===== config.mk =====
export PLATFORM = sky130hd
export DESIGN_NAME = issue_age_arbiter
export DESIGN_NICKNAME = d
export VERILOG_FILES = /design/src/rtl/iq_pkg.sv /design/src/rtl/age_oldest_select.sv /design/src/rtl/issue_age_arbiter.sv
export SDC_FILE = /design/constraint.sdc
export NUM_CORES = 1
export LEC_CHECK = 0
export BUFFER_PORTS_ARGS = -buffer_cell sky130_fd_sc_hd__buf_2
export CORE_MARGIN = 5
export CORE_UTILIZATION = 41
export CTS_CLUSTER_DIAMETER = 50
export CTS_CLUSTER_SIZE = 20
export DETAILED_ROUTE_END_ITERATION = 10
export GPL_TIMING_DRIVEN = 1
export SLEW_MARGIN = 10
export SYNTH_ARGS = -nofsm -noshare
export SYNTH_HDL_FRONTEND = slang
export SYNTH_SLANG_ARGS = --single-unit

===== constraint.sdc =====
create_clock -name clk -period 14 [get_ports clk]
set_input_delay 1.4 -clock clk [delete_from_list [all_inputs] [get_ports clk]]
set_output_delay 1.4 -clock clk [all_outputs]
set_load 0.02 [all_outputs]

===== src/rtl/iq_pkg.sv =====
// -----------------------------------------------------------------------------
// iq_pkg
// Shared defaults and types for the issue-queue select logic.
//   IQ_QUEUE_SIZE  : default number of queue slots
//   IQ_ALLOC_WIDTH : default allocation ports per cycle
//   IQ_ISSUE_WIDTH : default issue/grant ports per cycle
//   iq_idx_t       : slot index at the default queue size
//   age_row_t      : one row (or column) of the age matrix at the default size
// -----------------------------------------------------------------------------
package iq_pkg;

   localparam int IQ_QUEUE_SIZE  = 8;
   localparam int IQ_ALLOC_WIDTH = 2;
   localparam int IQ_ISSUE_WIDTH = 2;
   localparam int IQ_IDX_W       = $clog2(IQ_QUEUE_SIZE);

   typedef logic [IQ_IDX_W-1:0]      iq_idx_t;
   typedef logic [IQ_QUEUE_SIZE-1:0] age_row_t;

endpackage


===== src/rtl/age_oldest_select.sv =====
// -----------------------------------------------------------------------------
// age_oldest_select
// Combinational oldest-candidate picker over an age matrix.
//   cand   in  N      candidate slots
//   older  in  N x N  older[i][j]=1 : slot i is older than slot j
//   oldest out N      one-hot oldest candidate (all zero when cand is empty)
//   found  out 1      a candidate was picked
// -----------------------------------------------------------------------------
module age_oldest_select #(
   parameter int N = 8
) (
   input  logic [N-1:0]        cand,
   input  logic [N-1:0][N-1:0] older,
   output logic [N-1:0]        oldest,
   output logic                found
);

   // A candidate wins when no other candidate is older than it. Rows of
   // non-candidates may hold stale bits, so every term is masked by cand.
   for (genvar gi = 0; gi < N; gi++) begin : g_slot
      logic [N-1:0] beaten_by;
      always_comb begin
         beaten_by = '0;
         for (int j = 0; j < N; j++) begin
            beaten_by[j] = cand[j] & older[j][gi] & (j != gi);
         end
      end
      assign oldest[gi] = cand[gi] & ~(|beaten_by);
   end

   assign found = |oldest;

endmodule


===== src/rtl/issue_age_arbiter.sv =====
// -----------------------------------------------------------------------------
// issue_age_arbiter
// Per-queue select controller: tracks slot occupancy and relative age, grants
// up to ISSUE_WIDTH operand-ready slots oldest-first, releases on handshake.
//   clk            in  1                    clock, rising edge
//   a_rst_n        in  1                    synchronous active-low reset
//   flush_i        in  1                    drop all entries, suppress grants
//   alloc_valid_i  in  ALLOC_WIDTH          allocate on port a
//   alloc_idx_i    in  ALLOC_WIDTH x IDX_W  slot written by port a
//   entry_ready_i  in  QUEUE_SIZE           operands ready per slot
//   port_ready_i   in  ISSUE_WIDTH          FU port k accepts this cycle
//   grant_valid_o  out ISSUE_WIDTH          port k presents a slot
//   grant_idx_o    out ISSUE_WIDTH x IDX_W  slot presented on port k
//   entry_valid_o  out QUEUE_SIZE           registered occupancy
//   free_count_o   out CNT_W                registered count of empty slots
// Build option: define IQ_ORDER_ISSUE_EN for in-order issue (only the oldest
// valid slot may issue, on port 0 only).
// -----------------------------------------------------------------------------
module issue_age_arbiter
   import iq_pkg::*;
#(
   parameter  int QUEUE_SIZE  = IQ_QUEUE_SIZE,
   parameter  int ALLOC_WIDTH = IQ_ALLOC_WIDTH,
   parameter  int ISSUE_WIDTH = IQ_ISSUE_WIDTH,
   localparam int IDX_W       = $clog2(QUEUE_SIZE),
   localparam int CNT_W       = $clog2(QUEUE_SIZE + 1)
) (
   input  logic                                clk,
   input  logic                                a_rst_n,
   input  logic                                flush_i,
   input  logic [ALLOC_WIDTH-1:0]              alloc_valid_i,
   input  logic [ALLOC_WIDTH-1:0][IDX_W-1:0]   alloc_idx_i,
   input  logic [QUEUE_SIZE-1:0]               entry_ready_i,
   input  logic [ISSUE_WIDTH-1:0]              port_ready_i,
   output logic [ISSUE_WIDTH-1:0]              grant_valid_o,
   output logic [ISSUE_WIDTH-1:0][IDX_W-1:0]   grant_idx_o,
   output logic [QUEUE_SIZE-1:0]               entry_valid_o,
   output logic [CNT_W-1:0]                    free_count_o
);

   logic [QUEUE_SIZE-1:0]                 valid_reg, valid_next;
   logic [QUEUE_SIZE-1:0][QUEUE_SIZE-1:0] age_reg, age_next;
   logic [ISSUE_WIDTH-1:0]                hold_valid_reg, hold_valid_next;
   logic [ISSUE_WIDTH-1:0][IDX_W-1:0]     hold_idx_reg, hold_idx_next;
   logic [CNT_W-1:0]                      free_count_reg, free_count_next;

   logic [ISSUE_WIDTH-1:0][QUEUE_SIZE-1:0] pick;     // one-hot pick per port
   logic [ISSUE_WIDTH-1:0]                 eligible; // port has a fresh slot to offer
   logic [QUEUE_SIZE-1:0]                  release_mask, alloc_mask, survive;

   // ---------------------------------------------------------------- select
`ifdef IQ_ORDER_ISSUE_EN
   // In-order: only the head of the age order may issue, and only if ready.
   logic [QUEUE_SIZE-1:0] head_onehot;
   logic                  head_found;

   age_oldest_select #(.N(QUEUE_SIZE)) u_head (
      .cand   (valid_reg),
      .older  (age_reg),
      .oldest (head_onehot),
      .found  (head_found)
   );

   assign pick[0]     = head_onehot;
   assign eligible[0] = head_found & (|(head_onehot & entry_ready_i));
   for (genvar gi = 1; gi < ISSUE_WIDTH; gi++) begin : g_tied
      assign pick[gi]     = '0;
      assign eligible[gi] = 1'b0;
   end
`else
   // Slots re-presented by a holding port are off limits to every other port.
   logic [QUEUE_SIZE-1:0] held_mask;
   always_comb begin
      held_mask = '0;
      for (int k = 0; k < ISSUE_WIDTH; k++) begin
         if (hold_valid_reg[k]) held_mask[hold_idx_reg[k]] = 1'b1;
      end
   end

   // Selector chain: each stage sees the candidates left by earlier stages.
   // A holding port's stage pick is unused, so it does not remove anything.
   for (genvar gi = 0; gi < ISSUE_WIDTH; gi++) begin : g_sel
      logic [QUEUE_SIZE-1:0] cand, claim;
      logic                  found;
      if (gi == 0) begin : g_first
         assign cand = valid_reg & entry_ready_i & ~held_mask;
      end else begin : g_rest
         assign cand = g_sel[gi-1].cand & ~g_sel[gi-1].claim;
      end
      age_oldest_select #(.N(QUEUE_SIZE)) u_sel (
         .cand   (cand),
         .older  (age_reg),
         .oldest (pick[gi]),
         .found  (found)
      );
      assign claim        = pick[gi] & {QUEUE_SIZE{~hold_valid_reg[gi]}};
      assign eligible[gi] = found;
   end
`endif

   // ---------------------------------------------------------------- grants
   for (genvar gi = 0; gi < ISSUE_WIDTH; gi++) begin : g_grant
      logic [IDX_W-1:0] pick_idx, gidx;
      logic             gv;
      always_comb begin
         pick_idx = '0;
         for (int i = 0; i < QUEUE_SIZE; i++) begin
            if (pick[gi][i]) pick_idx = pick_idx | IDX_W'(i);
         end
      end
      always_comb begin
         gv   = 1'b0;
         gidx = '0;
         if (!flush_i) begin
            if (hold_valid_reg[gi]) begin
               gv   = 1'b1;
               gidx = hold_idx_reg[gi];
            end else if (eligible[gi]) begin
               gv   = 1'b1;
               gidx = pick_idx;
            end
         end
      end
      assign grant_valid_o[gi] = gv;
      assign grant_idx_o[gi]   = gidx;
   end

   // ---------------------------------------------------------- next state
   always_comb begin
      release_mask = '0;
      for (int k = 0; k < ISSUE_WIDTH; k++) begin
         if (grant_valid_o[k] && port_ready_i[k]) release_mask[grant_idx_o[k]] = 1'b1;
      end
      alloc_mask = '0;
      for (int p = 0; p < ALLOC_WIDTH; p++) begin
         if (alloc_valid_i[p]) alloc_mask[alloc_idx_i[p]] = 1'b1;
      end
      survive    = valid_reg & ~release_mask;
      valid_next = survive | alloc_mask;

      // New occupant is younger than every survivor; a released-and-
      // reallocated index is not a survivor, so it ends up youngest.
      age_next = age_reg;
      for (int p = 0; p < ALLOC_WIDTH; p++) begin
         if (alloc_valid_i[p]) begin
            age_next[alloc_idx_i[p]] = '0;
            for (int r = 0; r < QUEUE_SIZE; r++) begin
               age_next[r][alloc_idx_i[p]] = survive[r];
            end
         end
      end
      // Same-cycle allocations: lower port is older.
      for (int p = 0; p < ALLOC_WIDTH; p++) begin
         for (int q = p + 1; q < ALLOC_WIDTH; q++) begin
            if (alloc_valid_i[p] && alloc_valid_i[q]) begin
               age_next[alloc_idx_i[p]][alloc_idx_i[q]] = 1'b1;
               age_next[alloc_idx_i[q]][alloc_idx_i[p]] = 1'b0;
            end
         end
      end

      // Full queue needs no gating here: a legal allocation at full always
      // reuses an index released in the same cycle.
      free_count_next = free_count_reg + CNT_W'($countones(release_mask))
                                       - CNT_W'($countones(alloc_mask));

      for (int k = 0; k < ISSUE_WIDTH; k++) begin
         hold_valid_next[k] = grant_valid_o[k] & ~port_ready_i[k];
         hold_idx_next[k]   = hold_valid_next[k] ? grant_idx_o[k] : '0;
      end

      if (flush_i) begin
         valid_next      = '0;
         age_next        = '0;
         hold_valid_next = '0;
         hold_idx_next   = '0;
         free_count_next = CNT_W'(QUEUE_SIZE);
      end
   end

   always_ff @(posedge clk) begin
      if (!a_rst_n) begin
         valid_reg      <= '0;
         age_reg        <= '0;
         hold_valid_reg <= '0;
         hold_idx_reg   <= '0;
         free_count_reg <= CNT_W'(QUEUE_SIZE);
      end else begin
         valid_reg      <= valid_next;
         age_reg        <= age_next;
         hold_valid_reg <= hold_valid_next;
         hold_idx_reg   <= hold_idx_next;
         free_count_reg <= free_count_next;
      end
   end

   // Illegal allocation patterns (counting same-cycle releases as free).
   always @(posedge clk) begin
      if (a_rst_n && !flush_i) begin
         for (int p = 0; p < ALLOC_WIDTH; p++) begin
            if (alloc_valid_i[p]) begin
               assert (!(valid_reg[alloc_idx_i[p]] && !release_mask[alloc_idx_i[p]]))
                  else $error("alloc of occupied slot %0d", alloc_idx_i[p]);
               for (int q = p + 1; q < ALLOC_WIDTH; q++) begin
                  assert (!(alloc_valid_i[q] && alloc_idx_i[q] == alloc_idx_i[p]))
                     else $error("duplicate alloc index %0d", alloc_idx_i[p]);
               end
            end
         end
         assert ($countones(alloc_valid_i) <= int'(free_count_reg) + $countones(release_mask))
            else $error("alloc exceeds free slots");
      end
   end

   assign entry_valid_o = valid_reg;
   assign free_count_o  = free_count_reg;

endmodule


Word level (Yosys, flattened, before mapping)
Cells that the tools add are included.
Word-level totals
  bits in registers: 84
  bits of input ports: 21
  output and inout port bits: 20
  word-level logic and storage cells: 313
Cells by class
  add/subtract/negate cells: 16
  magnitude comparators: 12
  muxes and demuxes: 71
  bitwise operators: 171
  reduce and logical (&&, ||, !) cells: 30
Operators by type and width (number)
  64-bit AND: 3
  64-bit two-way mux: 3
  64-bit NOT: 3
  1-bit AND: 130
  8-bit bitwise mux: 16
  7-bit OR reduction: 16
  8-bit demux with 3-bit select: 4
  8-bit two-way mux: 10
  64-bit OR: 1
  3-bit two-way mux: 14
  8-bit AND: 5
  8-bit OR: 4
  3-bit by 4-bit < comparator with 1-bit output, second input constant: 6
  8-bit NOT: 3
  1-bit NOT: 22
  1-bit demux with 3-bit select: 6
  3-bit by 1-bit >= comparator with 1-bit output, second input constant: 6
  1-bit by 1-bit adder with 2-bit output: 8
  8-bit OR reduction: 2
  1-bit two-way mux: 14
  2-bit by 2-bit adder with 3-bit output: 4
  1-bit logical AND: 9
  3-bit by 3-bit adder with 4-bit output: 2
  2-bit two-way mux: 4
  other kinds (4): 5

Depth between registers and ports, before layout
  depth in word-level cells: 46
  mapped depth: 27
  gate-level depth less buffers: 24

Cells and area by module
A second synthesis with hierarchy kept.
Unflattened totals
  cell total of the unflattened synthesis: 799
  area, all modules: 6228.5 µm²
Modules (own cells, without submodules)
  issue_age_arbiter: instances 1, cells an instance 699, area each 5322.6 µm², seq. area each 1681.6 µm²
  age_oldest_select: instances 2, cells an instance 50, area each 452.9 µm², seq. area each 0.0 µm²

Worst setup path after synthesis
Ideal clock, no wire load.
  path kind: input to register
  from: in entry_ready_i[6]
  to: reg free_count_reg[3], in the netlist free_count_o[3]
  library setup time: 0.126 ns
  arrival time: 7.238 ns
  required time: 13.874 ns
  setup slack: 6.636 ns
  cell stages on the path: 24
  buffers on the path: 0
  path through: nand2_1 nor4b_1 nor4_2 a21boi_1 a221o_1 nor4_2 nor4_1 a211o_1 inv_2 o21ai_0 o21ai_0 fa_1 fa_1 inv_1 fa_1 fa_1 inv_1 fa_1 ha_1 inv_1 fa_1 xor2_1 xnor2_1 nand2_1
RTL lines
  start: declaration: RTL line issue_age_arbiter.sv:33  | input logic [QUEUE_SIZE-1:0] entry_ready_i,
  end signal: assignment: RTL line issue_age_arbiter.sv:187  | free_count_reg <= CNT_W'(QUEUE_SIZE);
  end signal: assignment: RTL line issue_age_arbiter.sv:193  | free_count_reg <= free_count_next;
  end: declaration: RTL line issue_age_arbiter.sv:45  | logic [CNT_W-1:0] free_count_reg, free_count_next;

Final worst setup path
  from: in entry_ready_i[5]
  to: reg free_count_reg[3], in the netlist free_count_o[3]
Between the ends
  word-level cells in the longest chain between the ends: 34
  elaborated cells between the ends (all ways): 166
  those cells by class: add/sub: 9; order compare: 4; mux: 32; bitwise: 100; reduce/logical: 21
Ends and longest elaborated chain
  8-bit AND (*) (2 in a row): RTL line issue_age_arbiter.sv:86  | assign cand = valid_reg & entry_ready_i & ~held_mask;
  1-bit AND: RTL line age_oldest_select.sv:25  | beaten_by[j] = cand[j] & older[j][gi] & (j != gi);
  7-bit OR reduction: RTL line age_oldest_select.sv:28  | assign oldest[gi] = cand[gi] & ~(|beaten_by);
  1-bit NOT: RTL line age_oldest_select.sv:28
  1-bit AND: RTL line age_oldest_select.sv:28
  8-bit AND: RTL line issue_age_arbiter.sv:96  | assign claim = pick[gi] & {QUEUE_SIZE{~hold_valid_reg[gi]}};
  8-bit NOT: RTL line issue_age_arbiter.sv:88  | assign cand = g_sel[gi-1].cand & ~g_sel[gi-1].claim;
  8-bit AND: RTL line issue_age_arbiter.sv:88
  [... 17 more ...]
  1-bit demux with 3-bit select: RTL line issue_age_arbiter.sv:132  | if (grant_valid_o[k] && port_ready_i[k]) release_mask[grant_idx_o[k]] = 1'b1;
  8-bit OR (no line)
  8-bit two-way mux (*): RTL line issue_age_arbiter.sv:132
  1-bit by 1-bit adder with 2-bit output (implied by the code): RTL line issue_age_arbiter.sv:164  | free_count_next = free_count_reg + CNT_W'($countones(release_mask))
  2-bit by 2-bit adder with 3-bit output (implied by the code): RTL line issue_age_arbiter.sv:164
  3-bit by 3-bit adder with 4-bit output (implied by the code) (*): RTL line issue_age_arbiter.sv:164
  4-bit adder (*): RTL line issue_age_arbiter.sv:164
  4-bit subtractor (*): RTL line issue_age_arbiter.sv:165  | - CNT_W'($countones(alloc_mask));
Mark *: on every way between the ends. The rest lies on a longest branch, timed or not.
A chain may end at the register's enable or synchronous reset.

==> impl_metrics.csv <==
group,metric,value,unit
global_route,grt_pass1_wl,44.0,mm
timing,tightest_slew,1070,ps
route,drc,0,
worst_setup_path,critPathKind,"primary input to flip-flop",
worst_setup_path,reg2reg_from,"hold_valid_reg[0]",
worst_setup_path,cpMostUsedCell,"fa_1",
flow_run,maxCapViolCount,0,
placed_design,hpwl,22.6,mm
worst_setup_path,rrSetupSlack,5860,ps
floorplan,die_y,132,um
logic_synthesis,ys.flop_type,"dfxtp_1",
timing,hold_viol_final,0,
worst_setup_path,worstReg2RegEnd,"free_count_o[3]",
logic_synthesis,async_flop_share,0,
cts,cts_root_buf,"clkbuf_16",
worst_setup_path,cp.required,14230,ps
global_route,grt_max_degree,41,
global_route,grt_usage,0.330,
finish,nets,833,
floorplan,dieArea,0.0175,mm2
placed_design,dp_slack,5400,ps
logic_synthesis,synthTopCellsByArea,"dfxtp_1 25%, nand2_1 5.3%, nor4b_1 4.7%",
power,vdd_drop_max,84.0,uV
finish,drive_gt1_frac,0.137,
route,ant_nets,0,
floorplan,start_util,0.420,
placed_design,place_congestion,0.981,
logic_synthesis,synth_warnings,0,
timing,slew_headroom,0.278,
worst_setup_path,end_kind,"flip-flop",
timing,skew,9.81,ps
floorplan,fp-row-count,44,
logic_synthesis,yosysTopAreaCell,"dfxtp_1",
route,wl,29.6,mm
cts,cts.sinks,76,
finish,largest_register_ffs,56,
worst_setup_path,r2r_cells,24,
timing,slew_viol_final,0,
power,p_per_area,86.5,mW/mm2
logic_synthesis,ys_top_cells_by_count,"87 x nand2_1, 76 x dfxtp_1, 72 x nor2_1",
finish,num_antenna_cells,0,
cts,tritoncts,"done",
timing,min_period,8310,ps
finish,fill_cells,1464,
global_route,antenna_found_initial,1,
floorplan,pin_count,41,
finish,area_growth,9.18,%
logic_synthesis,yosysTopAreaCellShare,0.247,
timing,rsz0062_at_grt,"false",
cts,cts-htree-levels,3,
timing,fin_ws,5690,ps
logic_synthesis,synth.most_common_cell,"nand2_1",
cts,ctsResizeCount,0,
route,viasPerCell,7.24,
cts,postCtsSetupRepairBufs,0,
worst_setup_path,worstPathArrival,8540,ps
logic_synthesis,syn_area_per_cell,7.84,um2
power,leakagePower,2.25,nW
worst_setup_path,max_stage_delay,930,ps
logic_synthesis,synthesis.area,0.00615,mm2
route,wl_per_cell,30.1,um
logic_synthesis,ys_ff_latch,76,
hold_path,hold_class,"flip-flop to flip-flop",
timing,finalCritPeriodShare,0.593,
hold_path,worstHoldStart,"age_reg[35]",
cts,cts_buffers,9,
power,power.total,581,uW
placed_design,port_buffers,40,
status,status,"finished, final reports clean",
logic_synthesis,seq_area_frac_synth,0.247,
finish,fin_util,0.458,
logic_synthesis,synthDistinctLibCells,88,
worst_setup_path,startpoint_type,"primary input",
logic_synthesis,mappedNetlistNets,821,
timing,final-setup-viol-count,0,
timing,fmax,0.120,GHz
floorplan,core_region_area,0.0146,mm2
cts,cts_buffer_depth,2,
route,vias,7128,
global_route,grt_pass1_vias,6622,
cts,ctsHoldBuffers,0,
worst_setup_path,path_buf_inv,5,
floorplan,die_w,132,um
timing,fin_tns_setup,0,ps
route,drtIter0Drc,1380,
timing,whs,546,ps
cts,clk_pin_slew,70,ps
global_route,grt_overflow,0,
worst_setup_path,cp_slowest_cell,"nor4b_1",
logic_synthesis,synth_edf_count,0,
logic_synthesis,syn-instance-count,784,
hold_path,hold_end,"age_reg[35]",
worst_setup_path,cp_top_family,"adder cells",
route,first_pass_iters,6,
worst_setup_path,crit_fanout,8,
hold_path,hold_depth,2,
cts,clock_latency,350,ps
==> where the power goes <==
group          switching, mW  internal (mW)  leakage [nW]
Sequential           0.00465          0.221         0.613
Clock                  0.104          0.122         0.129
Combinational         0.0837         0.0445          1.51
Total                  0.193          0.388          2.25
==> worst min-delay path: stages, from the launching register on <==
cell and delay [ps]:
dfxtp_1 340, nand3_1 70, a31oi_1 80
==> cells in the final DEF (no fill, tap or decap), types with 5 or more instances in the layout <==
master,count
a211oi_1,7
a21oi_1,43
a221oi_1,12
a222oi_1,5
a22oi_1,14
a31oi_1,17
a32oi_1,8
a41oi_1,7
and2_1,15
and3_1,9
and4b_1,6
and4bb_2,5
buf_2,40
buf_4,8
clkbuf_16,9
dfxtp_1,76
fa_1,13
inv_1,28
nand2_1,87
nand2b_1,12
nand3_1,39
nand4_1,9
nor2_1,72
nor2b_1,7
nor3_1,16
nor3_2,5
nor4_1,7
nor4b_1,33
o21a_1,6
o21ai_0,47
o221ai_1,7
o22ai_1,6
or3_1,12
==> through the flow <==
step	cells	area (um2)
after detailed placement	969	6430
after global placement	969	6430
after CTS	985	6710
after floorplan	784	6150
final	985	6710
after global routing	985	6710
==> cell type report <==
class                           instances  area, um2  share of cell area
Inverter                               33        126              0.0188
Tap cell                              184        230              0.0343
Clock inverter                          7       57.6             0.00857
Timing Repair Buffer                   48        260              0.0388
Sequential cell                        76       1520               0.227
Clock buffer                            9        225              0.0335
Multi-Input combinational cell        628       4290               0.639
==> worst max-delay path by stage <==
stage | startpoint | endpoint | slack [ps] | depth (start not counted)
after floorplan | entry_ready_i[6] | free_count_o[3] | 6640 | 24
after global placement | entry_ready_i[6] | free_count_o[3] | 5260 | 25
after detailed placement | entry_ready_i[6] | free_count_o[3] | 5400 | 25
after CTS | entry_ready_i[6] | free_count_o[3] | 5750 | 25
after global routing | entry_ready_i[6] | free_count_o[3] | 5340 | 25
final | entry_ready_i[5] | free_count_o[3] | 5690 | 25
==> kinds of logic after synthesis <==
group	share of synthesized area
and+or+nand+nor	0.334
adders and majority gates	0.0484
xor gates and xnor gates	0.00712
DFF	0.247
buffers and inverters	0.0545
AOI/OAI and AO/OA	0.309
==> metal layers <==
metal / global-route usage / wire (um)
met3: 0.0695 / 3050
met1: 0.430 / 11600
met4: 0.159 / 1530
met2: 0.522 / 13400
met5: 0 / 0
No activity file was read; power rests on OpenSTA's default activity.
